--- src/rtl/dp_reg_if.sv ---
// rtl/dp_reg_if.sv - write/read port bundle for the dp_reg register file
interface dp_reg_if #(
  parameter int DATA_WIDTH = 8,
  parameter int ADDR_WIDTH = 3
);
  logic [DATA_WIDTH-1:0] data;
  logic [ADDR_WIDTH-1:0] write_addr;
  logic                  we;
  logic [ADDR_WIDTH-1:0] read_addr;
  logic [DATA_WIDTH-1:0] q;

  modport master (
    output data, write_addr, we, read_addr,
    input  q
  );

  modport slave (
    input  data, write_addr, we, read_addr,
    output q
  );
endinterface

--- src/rtl/dp_reg.sv ---
// rtl/dp_reg.sv - dual-port register file, one write and one registered read port
module dp_reg #(
  parameter int DATA_WIDTH = 8,
  parameter int ADDR_WIDTH = 3
) (
  input  logic     clk,
  input  logic     rst_n,
  dp_reg_if.slave  bus
);
  localparam int DEPTH = 1 << ADDR_WIDTH;

  logic [DATA_WIDTH-1:0] mem_q [DEPTH];
  logic [DATA_WIDTH-1:0] mem_d [DEPTH];
  logic [DATA_WIDTH-1:0] q_q;
  logic [DATA_WIDTH-1:0] q_d;

  // Read samples mem_q (pre-edge contents), giving read-before-write on a same-address collision.
  always_comb begin
    mem_d = mem_q;
    q_d   = mem_q[bus.read_addr];
    if (bus.we) begin
      mem_d[bus.write_addr] = bus.data;
    end
  end

  always_ff @(posedge clk) begin
    if (!rst_n) begin
      mem_q <= '{default: '0};
      q_q   <= '0;
    end else begin
      mem_q <= mem_d;
      q_q   <= q_d;
    end
  end

  assign bus.q = q_q;
endmodule

--- src/flat_wrapper.sv ---
// flat-port wrapper written by rule: the top's interface ports become plain ports
module dp_reg_flat 
#(
  parameter int DATA_WIDTH = 8,
  parameter int ADDR_WIDTH = 3
)
  (clk, rst_n, bus_data, bus_write_addr, bus_we, bus_read_addr, bus_q);
  dp_reg_if #(.DATA_WIDTH(DATA_WIDTH), .ADDR_WIDTH(ADDR_WIDTH)) bus_i ();
  input  logic clk;
  input  logic rst_n;
  input wire logic [$bits(bus_i.data)-1:0] bus_data;
  input wire logic [$bits(bus_i.write_addr)-1:0] bus_write_addr;
  input wire logic [$bits(bus_i.we)-1:0] bus_we;
  input wire logic [$bits(bus_i.read_addr)-1:0] bus_read_addr;
  output wire logic [$bits(bus_i.q)-1:0] bus_q;
  assign bus_i.data = bus_data;
  assign bus_i.write_addr = bus_write_addr;
  assign bus_i.we = bus_we;
  assign bus_i.read_addr = bus_read_addr;
  assign bus_q = bus_i.q;
  dp_reg #(.DATA_WIDTH(DATA_WIDTH), .ADDR_WIDTH(ADDR_WIDTH)) u_core (.clk(clk), .rst_n(rst_n), .bus(bus_i));
endmodule
--- config.mk ---
export PLATFORM = sky130hd
export DESIGN_NAME = dp_reg_flat
export DESIGN_NICKNAME = d
export VERILOG_FILES = /design/src/rtl/dp_reg_if.sv /design/src/rtl/dp_reg.sv /design/src/flat_wrapper.sv
export SDC_FILE = /design/constraint.sdc
export NUM_CORES = 1
export LEC_CHECK = 0
export BUFFER_PORTS_ARGS = -buffer_cell sky130_fd_sc_hd__buf_2
export CAP_MARGIN = 25
export CORE_MARGIN = 3
export CORE_UTILIZATION = 45
export DETAILED_ROUTE_END_ITERATION = 8
export GPL_ROUTABILITY_DRIVEN = 0
export PLACE_DENSITY = 0.74
export SLEW_MARGIN = 10
export SYNTH_ARGS = -nofsm -noshare
export SYNTH_HDL_FRONTEND = slang
export SYNTH_SLANG_ARGS = --single-unit
--- constraint.sdc ---
create_clock -name clk -period 1.7 [get_ports clk]
set_clock_uncertainty 0.1 [all_clocks]
set_input_delay 0.34 -clock clk [delete_from_list [all_inputs] [get_ports clk]]
set_output_delay 0.34 -clock clk [all_outputs]
set_load 0.02 [all_outputs]
==> results of run 1 <==
-- flip-flops by register name (all words and copies together) (netlist names) --
signal / flops
u_core.mem_q: 64
u_core.bus.q: 8
-- kinds of logic (layout without fill, tap and decap cells) --
logic type	count (synthesis)	in the layout
AO/OA/AOI/OAI	56	56
AND/OR/NAND/NOR	119	119
buffers and inverters	35	53
multiplexers	48	48
flip-flops	72	72
-- placed cells by master (no fill, tap or decap), types with 3 or more instances in the layout --
master / n
a21boi_1: 40
a22oi_1: 8
and4b_1: 3
and4bb_1: 3
buf_12: 5
buf_2: 24
buf_4: 8
clkbuf_8: 10
clkinv_2: 3
dfxtp_1: 72
mux2i_1: 40
mux4_2: 8
nand2_1: 80
nand4b_1: 3
nor2b_1: 25
o211a_1: 8
-- metal layers --
| metal | share of wire | track usage | wire [µm] | vias up |
|---|---|---|---|---|
| met5 | 0 | 0 | 0 | - |
| li1 | - | - | - | 1155 |
| met3 | 0.051 | 0.0489 | 377 | 12 |
| met2 | 0.50 | 0.303 | 3700 | 47 |
| met1 | 0.43 | 0.238 | 3190 | 1175 |
| met4 | 0.014 | 0.0565 | 105 | 0 |
-- worst min-delay path, delay by kind of cell --
family | cells | cell delay [ns]
AO/OA/AOI/OAI | 1 | 0.05
buffers and inverters | 1 | 0.15
AND/OR/NAND/NOR | 1 | 0.07
-- worst min path at each step --
stage | from | end | cells past startpoint | slack [ns]
after detailed placement | u_core.mem_q[13]$_SDFFE_PN0P_ | u_core.mem_q[13]$_SDFFE_PN0P_ | 2 | 0.34
final | bus_data[2] | u_core.mem_q[34]$_SDFFE_PN0P_ | 3 | 0.21
after CTS | bus_data[5] | u_core.mem_q[13]$_SDFFE_PN0P_ | 3 | 0.20
after floorplan | u_core.mem_q[16]$_SDFFE_PN0P_ | u_core.mem_q[16]$_SDFFE_PN0P_ | 2 | 0.33
after global routing | bus_data[0] | u_core.mem_q[0]$_SDFFE_PN0P_ | 3 | 0.21
after global placement | u_core.mem_q[58]$_SDFFE_PN0P_ | u_core.mem_q[58]$_SDFFE_PN0P_ | 2 | 0.34
-- power by group through the flow --
stage | Combinational [mW] | Clock, mW | Sequential, mW
final | 0.317 | 1.49 | 1.75
after detailed placement | 0.317 | 0 | 1.79
after global placement | 0.309 | 0 | 1.79
after global routing | 0.345 | 1.58 | 1.75
after floorplan | 0.225 | 0 | 1.79
after CTS | 0.317 | 1.50 | 1.75
-- layout make-up --
cell class | instances | area (µm²)
Clock buffer | 10 | 138
Clock inverter | 6 | 82.6
Fill cell | 630 | 3260
Multi-Input combinational cell | 223 | 1630
Sequential cell | 72 | 1440
Tap cell | 96 | 120
Timing Repair Buffer | 37 | 280
-- metrics by stage --
step / hold slack (ns) / setup WS, ns / utilization
floorplan: 0.332 / 0.317 / -
global placement: 0.338 / 0.0609 / 0.499
detailed placement: 0.345 / 0.0341 / 0.499
CTS: 0.204 / 0.397 / 0.531
global route: 0.212 / 0.315 / 0.531
finish: 0.211 / 0.383 / 0.531
==> results_dict.tcl, run 1 <==
set metrics [dict create \
    outcome "finished, final reports clean" \
    cts_max_path_buffers 2 \
    hold_violations 0 \
    ys_seq_area_frac 0.439 \
    avgViaCountPerCell 5.38 \
    syn_area_per_cell_um2 9.95 \
    clock_sinks 72 \
    hold_class "primary input to flip-flop" \
    slew-limit-headroom 0.612 \
    first_global_vias 2323 \
    r2r-start "u_core.mem_q[19]$_SDFFE_PN0P_" \
    route.detailed.drc 0 \
    critical_path_buf_inv_count 1 \
    setup_viol 0 \
    post_cts_resized 0 \
    ys_seq_elements 72 \
    max_freq_mhz 759 \
    combPwrFrac 0.089 \
    tightest_slew_ns 0.580 \
    cp.required_ns 1.84 \
    postPlaceCellArea_um2 3470 \
    worstPathArrival_ns 1.46 \
    num_rows 30 \
    yosysTopAreaCell "dfxtp_1" \
    nNetsFinal 360 \
    path_max_fanout 13 \
    netlist_instances 330 \
    hpwl_um 4940 \
    synthAdderAreaFrac 0 \
    drt-wirelength-per-cell_um 16.6 \
    yosys.area_share.simple 0.184 \
    rrSetupSlack_ns 0.48 \
    worstSetupEndpointType "flip-flop" \
    ys_types 21 \
    synthTopCellsByCount "nand2_1 (80), dfxtp_1 (72), a21boi_1 (40), mux2i_1 (40), nor2b_1 (25)" \
    path_depth 4 \
    grt_antenna_before_repair 0 \
    synth_flop_cell "dfxtp_1" \
    pin_count 25 \
    p_sw_frac 0.232 \
    synth_edf_count 0 \
    seqPwrFrac 0.492 \
    fin_area_um2 3690 \
    die_w_um 91.4 \
    die_area_um2 8360 \
    grt_start_max_net_pins 73 \
    final_cells 444 \
    io_buffers 24 \
    grt_use_total 0.185 \
    drt-pass1-iter-count 4 \
    power.leakage_nw 1.41 \
    synthXorXnorAreaFrac 0 \
    period_minus_slack_ns 1.32 \
    total_power_mw 3.55 \
    synthMuxAreaShare 0.177 \
    critical-path-max-stage-delay_ns 0.72 \
    async_flop_share 0 \
    synth_area_um2 3280 \
    start_util 0.473 \
    p_clk_frac 0.419 \
    crit_start "bus_write_addr[1]" \
    root_buffer "clkbuf_8" \
    r2r-end "u_core.bus.q[3]$_SDFF_PN0_" \
    synthTopCellsByArea "dfxtp_1 (44%), mux2i_1 (12%), a21boi_1 (9.1%)" \
    clkLatencyLatePin_ns 0.35 \
    cts_setup_buffers 0 \
    finalCritPeriodShare 0.775 \
    synth.top_cell.area_share 0.439 \
    initialDrtViolationCount 162 \
    rsz0062_at_grt "no" \
    power.internal_mw 2.73 \
    vias 2389 \
    h-tree-depth 3 \
    grt_pass1_wl_um 12100 \
    core-area_um2 6940 \
    power.density_nw_per_um2 964 \
    drive_above_1_share 0.178 \
    yosys_warnings 0 \
    cts_made_buffers 9 \
    setup_tns_ns 0 \
    crit_slowest_cell "or4b_1" \
    wl_um 7370 \
    die_h_um 91.4 \
    dp.cells 428 \
    syn-num-nets 347 \
    grt_overflow 0 \
    slew_violations 0 \
    switching_power_mw 0.825 \
    ir_drop_mv 0.377 \
    clk_pin_slew_ns 0.07 \
    postCtsHoldBufs 0 \
    yosysMostFrequentCell "nand2_1" \
    maxCapViolations 0 \
    num_antenna_cells 0 \
    crit_chain "buf_2 > or4b_1 > nand2_1 > a21boi_1" \
    ant_nets 0 \
    syn2layout_area_growth_pct 12.3 \
    synth_compound_area_frac 0.134 \
    rr_worst_depth 2 \
    cts_tree "done" \
    crit_family "simple AND/OR/NAND/NOR gates" \
    endpoint "u_core.mem_q[58]$_SDFFE_PN0P_" \
    criticalPathCategory "primary input to flip-flop" \
    cp-start-kind "primary input" \
    synth_top_family_by_area "simple AND/OR/NAND/NOR gates" \
]
Note: power is estimated with default switching activity, not from simulation.
==> run 2, diff against run 1 <==
Clock period 1.7 ns to 1.3 ns, I/O delays scaled along.
==> results_dict.tcl, run 2 (synthesis gave the netlist of run 1 again) <==
set metrics [dict create \
    crit_slowest_cell "dfxtp_1" \
    grt_antenna_before_repair 0 \
    hold_class "primary input to flip-flop" \
    core-area_um2 6940 \
    mostFrequentLayoutCells "nand2_1 (80), dfxtp_1 (72), a21boi_1 (40), mux2i_1 (40), nor2b_1 (25)" \
    tightest_slew_ns 0.400 \
    clk_pin_slew_ns 0.07 \
    top_register "u_core.mem_q" \
    power.internal_mw 3.74 \
    die_area_um2 8360 \
    hold_violations 0 \
    die_w_um 91.4 \
    slew_violations 0 \
    ir_drop_mv 0.528 \
    io_buffers 24 \
    num_rows 30 \
    post_cts_resized 0 \
    largest_reg_flops 64 \
    postCtsHoldBufs 0 \
    crit_chain "buf_2" \
    root_buffer "clkbuf_8" \
    endpoint "bus_q[3]" \
    grt_overflow 0 \
    cts_setup_buffers 0 \
    die_h_um 91.4 \
    drt-wirelength-per-cell_um 15.3 \
    power.density_nw_per_um2 1250 \
    n_fill_cell 613 \
    clock_sinks 72 \
    first_global_vias 2300 \
    worstPathArrival_ns 0.87 \
    crit_family "flip-flops" \
    path_depth 1 \
    rrSetupSlack_ns 0.08 \
    hpwl_um 4820 \
    critical-path-max-stage-delay_ns 0.35 \
    cp.required_ns 0.94 \
    pin_count 25 \
    wl_um 7000 \
    max_freq_mhz 813 \
    initialDrtViolationCount 127 \
    r2r-start "u_core.mem_q[18]$_SDFFE_PN0P_" \
    criticalPathCategory "flip-flop to primary output" \
    regArea_um2 1440 \
    fin_util 0.553 \
    power.leakage_nw 1.49 \
    syn2layout_area_growth_pct 16.9 \
    combPwrFrac 0.092 \
    h-tree-depth 3 \
    layout_commonest_cell "nand2_1" \
    clkLatencyLatePin_ns 0.35 \
    cts_max_path_buffers 2 \
    grt_pass1_wl_um 11400 \
    multi_input_area_um2 1630 \
    worstSetupEndpointType "primary output" \
    crit_start "u_core.bus.q[3]$_SDFF_PN0_" \
    setup_tns_ns 0 \
    period_minus_slack_ns 1.23 \
    avgViaCountPerCell 5.24 \
    setup_viol 0 \
    cts_made_buffers 9 \
    vias 2396 \
    slew-limit-headroom 0.733 \
    critical_path_buf_inv_count 1 \
    drive_above_1_share 0.205 \
    grt_use_total 0.173 \
    p_clk_frac 0.433 \
    num_antenna_cells 0 \
    route.detailed.drc 0 \
    maxCapViolations 0 \
    outcome "finished, final reports clean" \
    finalCritPeriodShare 0.946 \
    grt_start_max_net_pins 73 \
    path_max_fanout 1 \
    rr_worst_depth 2 \
    cts_tree "done" \
    r2r-end "u_core.bus.q[2]$_SDFF_PN0_" \
    hold_ws_ns 0.124 \
    ant_nets 0 \
    drt-pass1-iter-count 4 \
    cp-start-kind "flip-flop" \
    switching_power_mw 1.07 \
    nNetsFinal 373 \
    rsz0062_at_grt "no" \
    p_sw_frac 0.222 \
    seqPwrFrac 0.475 \
    start_util 0.473 \
]
## run 2: cell count changes in the layout (fill, tap and decap cells not counted)
cell / change
bufinv_16: +1
clkinv_2: -1
clkbuf_8: -1
buf_12: +3
buf_4: +10
clkbuf_1: +1
## run 2: power by group through the flow
stage	clock network (mW)	logic [mW]	registers (mW)
6_report	2.08	0.443	2.29
5_1_grt	2.20	0.481	2.29
4_1_cts	2.12	0.447	2.29
3_5_place_dp	0	0.444	2.34
3_3_place_gp	0	0.436	2.34
2_1_floorplan	0	0.296	2.35
## run 2: worst min-delay path: cells and delay by family
| family | cells | cell delay [ns] |
|---|---|---|
| buffers and inverters | 1 | 0.15 |
| AOI/OAI and AO/OA | 1 | 0.05 |
| and+or+nand+nor | 1 | 0.07 |
## run 2: stage by stage
stage          instances  setup slack, ns  power [mW]  instance area, µm²
2_1_floorplan        330           0.0154        2.64                3290
3_3_place_gp         441           -0.204        2.77                3600
3_5_place_dp         441           -0.254        2.78                3600
4_1_cts              457           0.0752        4.86                3840
5_1_grt              457           0.0500        4.97                3840
6_report             457           0.0701        4.81                3840
## run 2: layout make-up
class                      instances  share of cell area
multi-input combinational        223               0.424
clock inverter                     6              0.0280
sequential                        72               0.375
tap                               96              0.0313
clock buffer                      10              0.0332
timing repair buffer              50               0.108
## run 2: worst min-delay path by stage
stage	slack [ns]	end	from	cells past startpoint
after floorplan	0.33	u_core.mem_q[16]$_SDFFE_PN0P_	u_core.mem_q[16]$_SDFFE_PN0P_	2
after detailed placement	0.34	u_core.mem_q[16]$_SDFFE_PN0P_	u_core.mem_q[16]$_SDFFE_PN0P_	2
after CTS	0.11	u_core.mem_q[56]$_SDFFE_PN0P_	bus_data[0]	3
after global placement	0.34	u_core.mem_q[56]$_SDFFE_PN0P_	u_core.mem_q[56]$_SDFFE_PN0P_	2
after global routing	0.12	u_core.mem_q[1]$_SDFFE_PN0P_	bus_data[1]	3
final	0.12	u_core.mem_q[56]$_SDFFE_PN0P_	bus_data[0]	3
## run 2: routing by layer
| layer | global-route usage | wire (µm) |
|---|---|---|
| met4 | 0.0653 | 137 |
| met5 | 0 | 0 |
| met3 | 0.0489 | 272 |
| met1 | 0.219 | 3200 |
| met2 | 0.279 | 3390 |
==> run 3, diff against run 2 <==
Settings changed: CELL_PAD_IN_SITES_DETAIL_PLACEMENT from default to 0, CELL_PAD_IN_SITES_GLOBAL_PLACEMENT from default to 1, PLACE_DENSITY 0.74 to 0.87.
==> results_dict.tcl, run 3 (synthesis gave the netlist of run 1 again) <==
set metrics [dict create \
    grt_use_total 0.187 \
    finalCritPeriodShare 0.946 \
    die_h_um 91.4 \
    fin_util 0.560 \
    hpwl_um 5050 \
    io_buffers 24 \
    grt_start_max_net_pins 73 \
    path_max_fanout 1 \
    clk_pin_slew_ns 0.08 \
    nNetsFinal 377 \
    first_global_vias 2246 \
    root_buffer "clkbuf_8" \
    period_minus_slack_ns 1.23 \
    slew-limit-headroom 0.591 \
    hold_class "primary input to flip-flop" \
    die_w_um 91.4 \
    top_register "u_core.mem_q" \
    drive_above_1_share 0.214 \
    grt_antenna_before_repair 0 \
    cts_setup_buffers 0 \
    n_fill_cell 618 \
    cts_max_path_buffers 2 \
    p_clk_frac 0.460 \
    switching_power_mw 1.08 \
    clock_sinks 72 \
    worstSetupEndpointType "primary output" \
    cts_tree "done" \
    criticalPathCategory "flip-flop to primary output" \
    power.internal_mw 4.00 \
    num_rows 30 \
    setup_viol 0 \
    post_cts_resized 0 \
    seqPwrFrac 0.450 \
    multi_input_area_um2 1630 \
    core-area_um2 6940 \
    rsz0062_at_grt "no" \
    drt-wirelength-per-cell_um 16.1 \
    max_freq_mhz 813 \
    maxCapViolations 0 \
    avgViaCountPerCell 5.21 \
    mostFrequentLayoutCells "nand2_1 (80), dfxtp_1 (72), a21boi_1 (40), mux2i_1 (40), nor2b_1 (25)" \
    p_sw_frac 0.213 \
    combPwrFrac 0.090 \
    hold_violations 0 \
    critical-path-max-stage-delay_ns 0.35 \
    worstPathArrival_ns 0.87 \
    vias 2395 \
    outcome "finished, final reports clean" \
    grt_pass1_wl_um 12100 \
    cts_made_buffers 9 \
    largest_reg_flops 64 \
    route.detailed.drc 0 \
    num_antenna_cells 0 \
    ant_nets 0 \
    power.leakage_nw 1.52 \
    drt-pass1-iter-count 4 \
    h-tree-depth 3 \
    power.density_nw_per_um2 1310 \
    grt_overflow 0 \
    wl_um 7420 \
    crit_slowest_cell "dfxtp_1" \
    clkLatencyLatePin_ns 0.34 \
    postCtsHoldBufs 0 \
    crit_family "flip-flops" \
    pin_count 25 \
    critical_path_buf_inv_count 1 \
    initialDrtViolationCount 124 \
    start_util 0.473 \
    slew_violations 0 \
    syn2layout_area_growth_pct 18.4 \
    layout_commonest_cell "nand2_1" \
    ir_drop_mv 0.497 \
    tightest_slew_ns 0.612 \
    final_cells 460 \
    die_area_um2 8360 \
    dp.cells 445 \
    cp.required_ns 0.94 \
    hold_ws_ns 0.132 \
    crit_chain "buf_2" \
    cp-start-kind "flip-flop" \
    regArea_um2 1440 \
]
[run 3: routing by layer]
| metal | share of wire | GRT usage | vias up |
|---|---|---|---|
| li1 | - | - | 1191 |
| met1 | 0.47 | 0.253 | 1132 |
| met2 | 0.46 | 0.287 | 57 |
| met3 | 0.037 | 0.0323 | 15 |
| met4 | 0.029 | 0.0930 | 0 |
| met5 | 0 | 0 | - |
[run 3: worst paths after layout]
check | startpoint | endpoint | slack (ns) | cells past startpoint
setup / recovery | u_core.bus.q[4]$_SDFF_PN0_ | bus_q[4] | 0.07 | 1
hold / removal | bus_data[4] | u_core.mem_q[60]$_SDFFE_PN0P_ | 0.13 | 3
setup reg to reg | u_core.mem_q[19]$_SDFFE_PN0P_ | u_core.bus.q[3]$_SDFF_PN0_ | 0.09 | 2
hold reg to reg | u_core.mem_q[12]$_SDFFE_PN0P_ | u_core.mem_q[12]$_SDFFE_PN0P_ | 0.36 | 2
[run 3: power by group through the flow]
stage,combinational (mW),clock (mW),sequential [mW]
after global placement,0.448,0,2.34
after global routing,0.496,2.45,2.29
after detailed placement,0.458,0,2.34
after CTS,0.460,2.36,2.29
final,0.457,2.33,2.29
after floorplan,0.296,0,2.35
[run 3: cell type report]
cell class | instances | area share
flip-flops and latches | 72 | 0.371
repair buffers | 54 | 0.111
multi-input cells | 223 | 0.418
clock inverters | 5 | 0.0332
clock buffers | 10 | 0.0354
well taps | 96 | 0.0309
[run 3: through the flow]
stage / setup slack (ns) / TNS [ns] / total power [mW] / area (µm²)
after detailed placement: -0.186 / -6.41 / 2.80 / 3620
after global routing: 0.0435 / 0 / 5.24 / 3890
after global placement: -0.157 / -4.96 / 2.78 / 3620
after CTS: 0.0694 / 0 / 5.11 / 3890
final: 0.0698 / 0 / 5.08 / 3890
after floorplan: 0.0154 / 0 / 2.64 / 3290
